**src/rtl/keypad_if.sv**
```systemverilog
// Keypad debouncer bus: scanner row/column samples in, debounced key handshake out.
interface keypad_if;
    logic [3:0] row;
    logic [3:0] col;
    logic       key_ready;
    logic       key_valid;
    logic [3:0] key_code;
    logic       key_held;
    logic       overrun;

    modport master (
        output row, col, key_ready,
        input  key_valid, key_code, key_held, overrun
    );

    modport slave (
        input  row, col, key_ready,
        output key_valid, key_code, key_held, overrun
    );
endinterface

```
**src/rtl/keypad_debouncer.sv**
```systemverilog
// Folds one-hot row scans into per-sweep results, debounces whole sweeps and
// presents each accepted press once on a valid/ready handshake.
module keypad_debouncer #(
    parameter int unsigned DEBOUNCE_SWEEPS = 8
) (
    input  logic    clk,
    input  logic    rst_n,
    keypad_if.slave kp
);
    typedef enum logic [1:0] {
        IDLE         = 2'd0,
        PRESS_WAIT   = 2'd1,
        PRESSED      = 2'd2,
        RELEASE_WAIT = 2'd3
    } state_t;

    typedef enum logic [1:0] {
        RES_NONE  = 2'd0,
        RES_KEY   = 2'd1,
        RES_MULTI = 2'd2
    } sweep_res_t;

    localparam logic [7:0] CNT_TARGET = 8'(DEBOUNCE_SWEEPS);

    function automatic logic is_onehot4(input logic [3:0] v);
        return (v != 4'd0) && ((v & (v - 4'd1)) == 4'd0);
    endfunction

    function automatic logic [1:0] idx4(input logic [3:0] v);
        logic [1:0] i;
        i = 2'd0;
        for (int b = 0; b < 4; b++) begin
            if (v[b]) i = 2'(b);
        end
        return i;
    endfunction

    // Hit counts saturate at 2: anything beyond one hit is simply MULTI.
    function automatic logic [1:0] sat_add2(input logic [1:0] a, input logic [1:0] b);
        logic [2:0] s;
        s = {1'b0, a} + {1'b0, b};
        return (s > 3'd2) ? 2'd2 : s[1:0];
    endfunction

    // ---- stage p0: classify the current row/col sample
    logic       vld_p0;
    logic       sweep_end_p0;
    logic [1:0] hits_p0;
    logic [3:0] hit_code_p0;

    always_comb begin
        vld_p0       = is_onehot4(kp.row);
        sweep_end_p0 = vld_p0 && kp.row[3];
        hit_code_p0  = {idx4(kp.row), idx4(kp.col)};
        hits_p0      = 2'd0;
        if (vld_p0 && (kp.col != 4'd0)) begin
            hits_p0 = is_onehot4(kp.col) ? 2'd1 : 2'd2;
        end
    end

    // ---- sweep accumulator: the row-3 sample is merged before the result is taken
    logic [1:0] acc_hits;
    logic [3:0] acc_code;
    logic [1:0] tot_hits;
    logic [3:0] tot_code;
    sweep_res_t res;

    always_comb begin
        tot_hits = sat_add2(acc_hits, hits_p0);
        tot_code = (acc_hits == 2'd0) ? hit_code_p0 : acc_code;
        res      = RES_NONE;
        if (tot_hits == 2'd1) begin
            res = RES_KEY;
        end else if (tot_hits == 2'd2) begin
            res = RES_MULTI;
        end
    end

    always_ff @(posedge clk or negedge rst_n) begin
        if (!rst_n) begin
            acc_hits <= 2'd0;
            acc_code <= 4'd0;
        end else if (sweep_end_p0) begin
            acc_hits <= 2'd0;
            acc_code <= 4'd0;
        end else if (vld_p0) begin
            acc_hits <= tot_hits;
            acc_code <= tot_code;
        end
    end

    // ---- debounce FSM, stepped only on sweep-end samples
    state_t     state, state_d;
    logic [7:0] cnt, cnt_d;
    logic [3:0] cand, cand_d;
    logic [7:0] cnt_inc;
    logic       cnt_done;
    logic       emit;
    logic [3:0] emit_code;

    assign cnt_inc  = cnt + 8'd1;
    assign cnt_done = (cnt_inc >= CNT_TARGET);

    always_ff @(posedge clk or negedge rst_n) begin
        if (!rst_n) begin
            state <= IDLE;
            cnt   <= 8'd0;
            cand  <= 4'd0;
        end else begin
            state <= state_d;
            cnt   <= cnt_d;
            cand  <= cand_d;
        end
    end

    always_comb begin
        state_d   = state;
        cnt_d     = cnt;
        cand_d    = cand;
        emit      = 1'b0;
        emit_code = cand;
        if (sweep_end_p0) begin
            unique case (state)
                IDLE: begin
                    if (res == RES_KEY) begin
                        cand_d = tot_code;
                        cnt_d  = 8'd1;
                        if (CNT_TARGET <= 8'd1) begin
                            state_d   = PRESSED;
                            emit      = 1'b1;
                            emit_code = tot_code;
                        end else begin
                            state_d = PRESS_WAIT;
                        end
                    end
                end
                PRESS_WAIT: begin
                    if (res != RES_KEY) begin
                        state_d = IDLE;
                    end else if (tot_code == cand) begin
                        cnt_d = cnt_inc;
                        if (cnt_done) begin
                            state_d   = PRESSED;
                            emit      = 1'b1;
                            emit_code = cand;
                        end
                    end else begin
                        cand_d = tot_code;
                        cnt_d  = 8'd1;
                    end
                end
                PRESSED: begin
                    if (res == RES_NONE) begin
                        cnt_d   = 8'd1;
                        state_d = (CNT_TARGET <= 8'd1) ? IDLE : RELEASE_WAIT;
                    end
                end
                RELEASE_WAIT: begin
                    if (res == RES_NONE) begin
                        cnt_d = cnt_inc;
                        if (cnt_done) state_d = IDLE;
                    end else begin
                        state_d = PRESSED;
                    end
                end
                default: state_d = IDLE;
            endcase
        end
    end

    // ---- output handshake: a press landing on an un-acked code is dropped
    logic       key_valid_q;
    logic [3:0] key_code_q;
    logic       overrun_q;

    always_ff @(posedge clk or negedge rst_n) begin
        if (!rst_n) begin
            key_valid_q <= 1'b0;
            key_code_q  <= 4'd0;
            overrun_q   <= 1'b0;
        end else begin
            if (emit && (!key_valid_q || kp.key_ready)) begin
                key_valid_q <= 1'b1;
                key_code_q  <= emit_code;
            end else if (key_valid_q && kp.key_ready) begin
                key_valid_q <= 1'b0;
            end
            if (emit && key_valid_q && !kp.key_ready) begin
                overrun_q <= 1'b1;
            end
        end
    end

    assign kp.key_valid = key_valid_q;
    assign kp.key_code  = key_code_q;
    assign kp.overrun   = overrun_q;
    assign kp.key_held  = (state == PRESSED) || (state == RELEASE_WAIT);

endmodule

```
**src/flat_wrapper.sv**
```systemverilog
// flat-port wrapper written by rule: the top's interface ports become plain ports
module keypad_debouncer_flat 
#(
    parameter int unsigned DEBOUNCE_SWEEPS = 8
)
  (clk, rst_n, kp_row, kp_col, kp_key_ready, kp_key_valid, kp_key_code, kp_key_held, kp_overrun);
  keypad_if kp_i ();
  input  logic clk;
  input  logic rst_n;
  input wire logic [$bits(kp_i.row)-1:0] kp_row;
  input wire logic [$bits(kp_i.col)-1:0] kp_col;
  input wire logic [$bits(kp_i.key_ready)-1:0] kp_key_ready;
  output wire logic [$bits(kp_i.key_valid)-1:0] kp_key_valid;
  output wire logic [$bits(kp_i.key_code)-1:0] kp_key_code;
  output wire logic [$bits(kp_i.key_held)-1:0] kp_key_held;
  output wire logic [$bits(kp_i.overrun)-1:0] kp_overrun;
  assign kp_i.row = kp_row;
  assign kp_i.col = kp_col;
  assign kp_i.key_ready = kp_key_ready;
  assign kp_key_valid = kp_i.key_valid;
  assign kp_key_code = kp_i.key_code;
  assign kp_key_held = kp_i.key_held;
  assign kp_overrun = kp_i.overrun;
  keypad_debouncer #(.DEBOUNCE_SWEEPS(DEBOUNCE_SWEEPS)) u_core (.clk(clk), .rst_n(rst_n), .kp(kp_i));
endmodule
```
**config.mk**
```make
export PLATFORM = sky130hd
export DESIGN_NAME = keypad_debouncer_flat
export DESIGN_NICKNAME = d
export VERILOG_FILES = /design/src/rtl/keypad_if.sv /design/src/rtl/keypad_debouncer.sv /design/src/flat_wrapper.sv
export SDC_FILE = /design/constraint.sdc
export NUM_CORES = 1
export LEC_CHECK = 0
export CAP_MARGIN = 20
export CORE_MARGIN = 2
export CORE_UTILIZATION = 55
export DETAILED_ROUTE_END_ITERATION = 12
export GPL_ROUTABILITY_DRIVEN = 0
export PLACE_DENSITY_LB_ADDON = 0.12
export SKIP_CTS_REPAIR_TIMING = 1
export SLEW_MARGIN = 20
export SYNTH_ARGS = -nofsm -noshare
export SYNTH_HDL_FRONTEND = slang
export SYNTH_SLANG_ARGS = --single-unit
```
**constraint.sdc**
```tcl
create_clock -name clk -period 6.5 [get_ports clk]
set_input_delay 1.3 -clock clk [delete_from_list [all_inputs] [get_ports clk]]
set_output_delay 1.3 -clock clk [all_outputs]
set_load 0.03 [all_outputs]
```
* Word level (Yosys, flattened, before mapping)
Cells that the tools add are included.
** Operators by class
- Add/sub/neg operators :: 4
- $lt $le $gt $ge :: 2
- Equal/unequal tests :: 16
- Bitwise operators :: 2
- Muxes and demuxes :: 41
- Reductions and logical operators :: 25
** Operators with widths (number)
- $mux 8 :: 5
- $mux 2 :: 18
- $pmux 8 s4 :: 1
- $mux 4 :: 6
- $reduce_and 5->1 :: 2
- $mux 1 :: 9
- $add 8x1->8 const B :: 1
- $and 4x4->4 :: 2
- $ge 8x4->1 const B :: 1
- $logic_and 1x1->1 :: 8
- $logic_not 4->1 :: 2
- $ne 2x1->1 const B :: 4
- $pmux 2 s4 :: 1
- $pmux 4 s2 :: 1
- $reduce_bool 4->1 :: 2
- $sub 4x1->4 const B :: 2
- $eq 2x1->1 const B :: 3
- $eq 2x2->1 const B :: 3
- $logic_not 2->1 :: 3
- $ne 3x1->1 const B :: 2
- $reduce_and 6->1 :: 1
- $reduce_bool 2->1 :: 3
- $eq 4x4->1 :: 1
- $ne 2x2->1 const B :: 2
- other kinds (5) :: 7
** Storage, ports and cells
- Logic and storage cells :: 98
- Output and inout port bits :: 7
- Register bits :: 26
- Bits of input ports :: 11

* Depth between registers and ports, before layout
Gate-level depths: netlist of run 1.
- Word-level depth :: 18
- Mapped depth :: 17

* Worst setup path after synthesis of run 1
OpenSTA, ideal clock, no wires.
- Path kind :: input-to-reg
- From :: input port kp_row[3]
- To :: register u_core.cnt[5]
- Setup time :: 0.126 ns
- Data required time :: 6.374 ns
- Slack :: 2.219 ns
- Stages :: 16
- Arrival time :: 4.154 ns
- Path buffers :: 2
- Path through :: clkbuf_1 xor2_1 o21ai_0 o21a_1 clkbuf_1 nor2_1 ha_1 fa_1 nor2_1 and2_1 ha_1 nand2_1 nand2_1 nand2_1 nor3_1 a221o_1
** Between the ends
- Cells in the longest elaborated chain, start to end :: 15
- Elaborated cells on any way between the ends :: 29
- Classes of those cells :: 2 x add/sub; 1 x order compare; 9 x eq/ne; 9 x mux; 1 x bitwise; 7 x reduce/logical
** Ends and longest elaborated chain
- start, declared :: RTL line flat_wrapper.sv:10 : input wire logic [$bits(kp_i.row)-1:0] kp_row;
- $sub 4x1->4 :: RTL line keypad_debouncer.sv:26 : return (v != 4'd0) && ((v & (v - 4'd1)) == 4'd0);
- $and 4x4->4 :: RTL line keypad_debouncer.sv:26
- $logic_not 4->1 :: RTL line keypad_debouncer.sv:26
- $logic_and 1x1->1 :: RTL line keypad_debouncer.sv:26
- $logic_and 1x1->1 :: RTL line keypad_debouncer.sv:56 : if (vld_p0 && (kp.col != 4'd0)) begin
- $mux 2 :: RTL line keypad_debouncer.sv:56
- $add 2x2->3 :: RTL line keypad_debouncer.sv:41 : s = {1'b0, a} + {1'b0, b};
- $gt 3x2->1 :: RTL line keypad_debouncer.sv:42 : return (s > 3'd2) ? 2'd2 : s[1:0];
- $mux 2 :: RTL line keypad_debouncer.sv:42
- $eq 2x2->1 :: RTL line keypad_debouncer.sv:74 : end else if (tot_hits == 2'd2) begin
- $mux 2 :: RTL line keypad_debouncer.sv:74
- $mux 2 :: RTL line keypad_debouncer.sv:72 : if (tot_hits == 2'd1) begin
- $ne 2x1->1 (tied with other cells) :: RTL line keypad_debouncer.sv:138 : if (res != RES_KEY) begin
- $ne 2x2->1 (no source line) / $ne 2x1->1 (equally long branches)
- $reduce_and 5->1 (no source line)
- end signal, assigned :: RTL line keypad_debouncer.sv:111 : cnt <= cnt_d;
- end, declared :: RTL line keypad_debouncer.sv:94 : logic [7:0] cnt, cnt_d;
Parallel ways exist; a longest one is shown, timed or not. The select of a mux whose other input is x is not followed.
A chain may end at the register's enable or synchronous reset.

* Worst setup path in the final report of run 1
- From :: input port kp_row[3]
- To :: register u_core.cnt[2]
Same word-level chain as after synthesis.

==> flow_summary.yaml, run 1 <==
setup_path:
  path_buf_inv: 1
  crit_start: "kp_row[3]"
  reg2reg_from: "u_core.acc_hits[0]"
  endpoint_kind: "flip-flop"
  cpMaxStageDelayCell: "clkdlybuf4s50_1"
  r2r_cells: 10
  crit_path_cell_trace: "clkdlybuf4s50_1 > xor2_1 > o21ai_0 > o21a_1 > nor2_1 > ha_1 > fa_1 > nor2_1 > and2_1 > ha_1 > nand2b_1 > nand2_1 > nand2_1 > nor3_2 > a22o_1"
  r2r_end: "u_core.cnt[2]"
  cp.required_ns: 6.78
  crit_path_end: "u_core.cnt[2]"
  startpoint_type: "input port"
  cpPeakStageDelay_ns: 0.57
  crit_type: "input port to flip-flop"
  crit_family: "simple AND/OR/NAND/NOR gates"
  cp_num_cells: 15
  regToRegSetupSlack_ns: 3.77
  worstPathArrival_ns: 4.95
  crit_fanout: 11
layout:
  drive_above_1_share_pct: 6.63
  final_net_count: 213
  diodes: 0
  syn_to_final_growth_pct: 14.2
synthesis:
  synth_seq_cells: 26
  synthTopCellsByArea: "dfrtp_1 40%, o21ai_0 5.9%, nand2_1 5.6%"
  synth_cells: 180
  syn_area_per_cell_um2: 8.99
  syn-cell-area_um2: 1620
  synth_top_area_share_pct: 40.2
  synth_edf_count: 0
  yosys_warnings: 0
  ys_types: 49
  synth-seq-area-share_pct: 40.2
  yosysTopAreaCell: "dfrtp_1"
  synth_nets: 196
  synth_flop_cell: "dfrtp_1"
  async_reset_ff_share_pct: 100
pwr:
  pwr-share-seq_pct: 43.5
  p_int_uw: 324
  clockPowerShare_pct: 21.8
  power_density_nw_per_um2: 280
  power_switching_uw: 194
  vdd.ir_drop.worst_mv: 0.212
  p_sw_share_pct: 37.4
  finalPower_uw: 517
  comb_power_share_pct: 34.7
  p_leak_nw: 0.779
sta:
  rsz0062_at_grt: "no"
  drv_slew: 0
  worst_pin_slew_ns: 0.590
  max_freq_mhz: 214
  hold_viol: 0
  tns_ns: 0
  fin_crit_ns: 4.67
  finalWorstSetupSlack_ns: 1.83
  period_share_pct: 71.9
  setup_viol: 0
  clock_skew_ns: 0.00565
  slew_headroom_pct: 60.4
drt:
  viasPerCell: 6.23
  dr.first_iter.drc_count: 88
  drc_errors: 0
  postRouteAntennaNets: 0
  firstDrtPassIters: 4
  wirelength_um: 3460
  vias: 1414
  wire_per_inst_um: 15.3
place:
  io_buffers: 17
  dp_hpwl_um: 2610
  pre_cts_slack_ns: 1.50
grt:
  grt_max_degree: 27
  grt_first_pass_wirelength_um: 6020
  grt.total_usage_pct: 23.0
  antenna_found_initial: 0
  grt_pass1_vias: 1330
  grt_overflow: 0
floorplan:
  rows: 19
  pin_count: 18
  dieArea_um2: 3390
  dieWidth_um: 58.3
  initial_core_util_pct: 58.2
  fp.dieH_um: 58.3
  core_area_um2: 2780
cts:
  clock_sinks: 26
  numCtsBuffers: 3
  cts_max_path_buffers: 2
  cts_tree: "yes"
  clk_root_buffer_cell: "clkbuf_4"
  clk_pin_slew_ns: 0.15
  clk_latency_ns: 0.33
  htree_levels: 1
run_status:
  status: "finished, final reports clean"
min_path:
  min_path_type: "flip-flop to flip-flop"
job:
  maxCapViolations: 0
==> kinds of logic (layout without fill, tap and decap cells) <==
logic type	Yosys count	in the layout	share of synthesized area, %
buffers and inverters	12	28	3.79
multiplexers	6	6	4.02
XOR/XNOR	6	6	3.25
flip-flops	26	26	40.2
adder cells (fa/ha/maj)	6	6	4.95
AND/OR/NAND/NOR	74	74	23.6
AO/OA/AOI/OAI	50	50	20.2
==> per-layer routing <==
metal	vias up	wire length, um	global-route usage [%]
li1	686	-	-
met1	659	1630	32.7
met2	60	1550	36.2
met3	9	202	2.68
met4	0	70	8.97
met5	-	0	0
==> cell usage after synthesis, types with 2 or more instances <==
cell and n:
a21o_1 3, nor3_1 7, or4_1 3, a21oi_1 8, nor4b_1 2, nand2b_1 3, inv_1 6, o21ai_0 19
mux2i_1 2, nor2_1 16, xnor2_1 3, ha_1 4, mux2_1 2, xor2_1 3, mux2_2 2, a22o_1 3
dfrtp_1 26, nand3_1 7, o21a_1 3, buf_6 2, o31ai_1 3, clkbuf_1 3, nand2_1 24
==> worst register-to-register path, cell delays in order (launching register included) <==
cell      delay [ns]
dfrtp_1         0.46
ha_1            0.23
fa_1            0.45
nor2_1          0.20
and2_1          0.18
ha_1            0.17
nand2b_1        0.11
nand2_1         0.09
nand2_1         0.21
nor3_2          0.37
a22o_1          0.21
==> sequential cells by signal, summed over array words and instances (netlist names) <==
name / flops
u_core.acc_code: 4
u_core.acc_hits: 2
u_core.cand: 4
u_core.cnt: 8
u_core.kp.key_code: 4
u_core.kp.key_valid: 1
u_core.kp.overrun: 1
u_core.state: 2
==> final cells by class <==
type / count / area [um^2]
flip-flops and latches: 26 / 651
multi-input cells: 142 / 907
repair buffers: 18 / 178
clock buffers: 3 / 22.5
clock inverters: 1 / 30.0
well taps: 31 / 38.8
inverters: 6 / 22.5
fillers: 242 / 932
==> how the worst min path moves through the flow <==
stage | from | endpoint | slack [ns] | cells after the start
detailed placement | u_core.kp.overrun | u_core.kp.overrun | 0.47 | 1
global route | u_core.kp.overrun | u_core.kp.overrun | 0.53 | 1
floorplan | u_core.acc_code[3] | u_core.acc_code[3] | 0.44 | 2
CTS | u_core.kp.overrun | u_core.kp.overrun | 0.51 | 1
finish | u_core.acc_code[1] | u_core.acc_code[1] | 0.50 | 2
global placement | u_core.kp.overrun | u_core.kp.overrun | 0.46 | 1
==> power groups by stage <==
stage / clock (mW) / sequential (mW) / combinational (mW)
floorplan: 0 / 0.218 / 0.137
global placement: 0 / 0.226 / 0.171
detailed placement: 0 / 0.227 / 0.178
CTS: 0.115 / 0.224 / 0.178
global route: 0.120 / 0.230 / 0.200
finish: 0.113 / 0.225 / 0.180
==> placed cells by master (no fill, tap or decap), types with 2 or more instances in the layout <==
cell type | Yosys | layout
a21o_1 | 3 | 3
a21oi_1 | 8 | 8
a22o_1 | 3 | 3
clkbuf_4 | 0 | 3
clkdlybuf4s50_1 | 0 | 17
dfrtp_1 | 26 | 26
ha_1 | 4 | 4
inv_1 | 6 | 6
mux2_1 | 2 | 2
mux2_2 | 2 | 2
mux2i_1 | 2 | 2
nand2_1 | 24 | 24
nand2b_1 | 3 | 3
nand3_1 | 7 | 7
nor2_1 | 16 | 16
nor3_1 | 7 | 7
nor4b_1 | 2 | 2
o21a_1 | 3 | 3
o21ai_0 | 19 | 19
o31ai_1 | 3 | 3
or4_1 | 3 | 3
xnor2_1 | 3 | 3
xor2_1 | 3 | 3
==> metrics by stage <==
stage | hold WS (ns) | util (%) | instances | instance area (um^2)
finish | 0.502 | 66.5 | 227 | 1850
floorplan | 0.444 | - | 180 | 1620
global route | 0.531 | 66.5 | 227 | 1850
CTS | 0.511 | 66.5 | 227 | 1850
detailed placement | 0.471 | 64.6 | 223 | 1800
global placement | 0.464 | 64.6 | 223 | 1800
No activity file was read; power rests on OpenSTA's default activity.
==> run 2, diff against run 1 <==
--- a/config.mk
+++ b/config.mk
@@ -7,7 +7,7 @@
 export LEC_CHECK = 0
 export CAP_MARGIN = 20
 export CORE_MARGIN = 2
-export CORE_UTILIZATION = 55
+export CORE_UTILIZATION = 50
 export DETAILED_ROUTE_END_ITERATION = 12
 export GPL_ROUTABILITY_DRIVEN = 0
 export PLACE_DENSITY_LB_ADDON = 0.12
==> constraint.sdc (replaced) <==
create_clock -name clk -period 4.2 [get_ports clk]
set_input_delay 0.84 -clock clk [delete_from_list [all_inputs] [get_ports clk]]
set_output_delay 0.84 -clock clk [all_outputs]
set_load 0.03 [all_outputs]
==> flow_summary.yaml, run 2 (same netlist as run 1, synthesis figures left out) <==
drt:
  vias: 1405
  dr.first_iter.drc_count: 93
  drc_errors: 0
  wirelength_um: 3440
  viasPerCell: 5.78
  postRouteAntennaNets: 0
  wire_per_inst_um: 14.2
  firstDrtPassIters: 4
pwr:
  p_int_uw: 503
  p_sw_share_pct: 36.9
  vdd.ir_drop.worst_mv: 0.266
  power_density_nw_per_um2: 423
  p_leak_nw: 0.794
  comb_power_share_pct: 34.3
  power_switching_uw: 294
  clockPowerShare_pct: 21.9
  pwr-share-seq_pct: 43.7
  finalPower_uw: 797
floorplan:
  rows: 20
  dieArea_um2: 3710
  fp.dieH_um: 60.9
  core_area_um2: 3080
  pin_count: 18
  dieWidth_um: 60.9
  initial_core_util_pct: 52.6
sta:
  drv_slew: 0
  worst_pin_slew_ns: 0.571
  max_freq_mhz: 263
  hold_viol: 0
  slew_headroom_pct: 61.7
  fin_crit_ns: 3.80
  rsz0062_at_grt: "no"
  tns_ns: 0
  clock_skew_ns: 0.00991
  period_share_pct: 90.4
  setup_viol: 0
  fin_hold_ws_ns: 0.483
cts:
  numCtsBuffers: 3
  htree_levels: 1
  cts_max_path_buffers: 2
  clock_sinks: 26
  clk_latency_ns: 0.33
  cts_tree: "yes"
  clk_pin_slew_ns: 0.15
  clk_root_buffer_cell: "clkbuf_4"
run_status:
  status: "finished, final reports clean"
layout:
  diodes: 0
  largest_register_ffs: 8
  final_cell_mix: "26 x dfrtp_1, 24 x nand2_1, 19 x o21ai_0, 16 x nor2_1, 16 x clkdlybuf4s50_1"
  fin_util_pct: 61.2
  final_common_cell: "dfrtp_1"
  regMostFlops: "u_core.cnt"
  nFillCells: 283
  drive_above_1_share_pct: 8.54
  final_net_count: 216
  syn_to_final_growth_pct: 16.3
grt:
  grt_max_degree: 27
  grt.total_usage_pct: 21.5
  antenna_found_initial: 0
  grt_first_pass_wirelength_um: 6020
  grt_pass1_vias: 1363
  grt_overflow: 0
job:
  maxCapViolations: 0
setup_path:
  crit_fanout: 9
  startpoint_type: "input port"
  cpMaxStageDelayCell: "clkdlybuf4s50_1"
  cp.required_ns: 4.44
  crit_type: "input port to flip-flop"
  endpoint_kind: "flip-flop"
  crit_path_cell_trace: "clkdlybuf4s50_1 > o21ai_0 > o21ai_0 > o21a_1 > nor2_1 > ha_1 > fa_1 > nor2_1 > and2_1 > ha_1 > nand2_1 > nand2_1 > nand2_1 > nor3_1 > a221o_1"
  cpPeakStageDelay_ns: 0.48
  crit_path_frequent_cell: "nand2_1"
  worstPathArrival_ns: 4.03
place:
  dp_hpwl_um: 2690
  io_buffers: 17
min_path:
  min_path_type: "input port to async pin"
## run 2: cell types whose count changed in the layout (fill, tap and decap cells not counted)
cell | before | now
clkdlybuf4s50_1 | 17 | 16
buf_2 | 0 | 1
buf_4 | 1 | 4
## run 2: power groups by stage
stage          Sequential, mW  Combinational, mW  Clock (mW)
2_1_floorplan           0.337              0.211           0
3_3_place_gp            0.348              0.262           0
3_5_place_dp            0.352              0.271           0
4_1_cts                 0.347              0.273       0.177
5_1_grt                 0.358              0.309       0.185
6_report                0.349              0.274       0.175
## run 2: critical path: cells and delay by family
kind	cells	cell delay, ns
compound gates	4	0.83
buf+inv	1	0.48
simple gates	7	1.01
fa+ha+maj	3	0.87
## run 2: through the flow
step,instance area [um^2],setup WS (ns),instances
detailed placement,1830,0.0847,239
global placement,1840,0.159,239
CTS,1880,0.447,243
global route,1880,0.0969,243
finish,1880,0.402,243
floorplan,1620,0.379,180
## run 2: final cells by class
class / instances / area (um^2) / share of cell area [%]
Clock buffer: 3 / 22.5 / 1.20
Clock inverter: 1 / 30.0 / 1.59
Inverter: 6 / 22.5 / 1.20
Multi-Input combinational cell: 142 / 907 / 48.2
Sequential cell: 26 / 651 / 34.6
Tap cell: 44 / 55.1 / 2.92
Timing Repair Buffer: 21 / 195 / 10.4
## run 2: final timing paths
| path | from | end | slack [ns] | depth (start not counted) |
|---|---|---|---|---|
| setup reg to reg | u_core.acc_hits[0] | u_core.cnt[5] | 1.51 | 10 |
| min in group clk | u_core.kp.key_code[0] | u_core.kp.key_code[0] | 0.51 | 1 |
| setup / recovery | kp_row[3] | u_core.cnt[5] | 0.40 | 15 |
| hold / removal | rst_n | u_core.kp.key_code[2] | 0.48 | 1 |
| max in group asynchronous | rst_n | u_core.acc_hits[0] | 3.33 | 1 |
| hold reg to reg | u_core.kp.key_code[0] | u_core.kp.key_code[0] | 0.51 | 1 |
## run 2: metal layers
metal	wire length, um	GRT usage, %	vias up
met5	0	0	-
met4	48	6.83	0
met3	111	2.99	7
met2	1570	34.1	30
met1	1710	30.4	676
li1	-	-	692
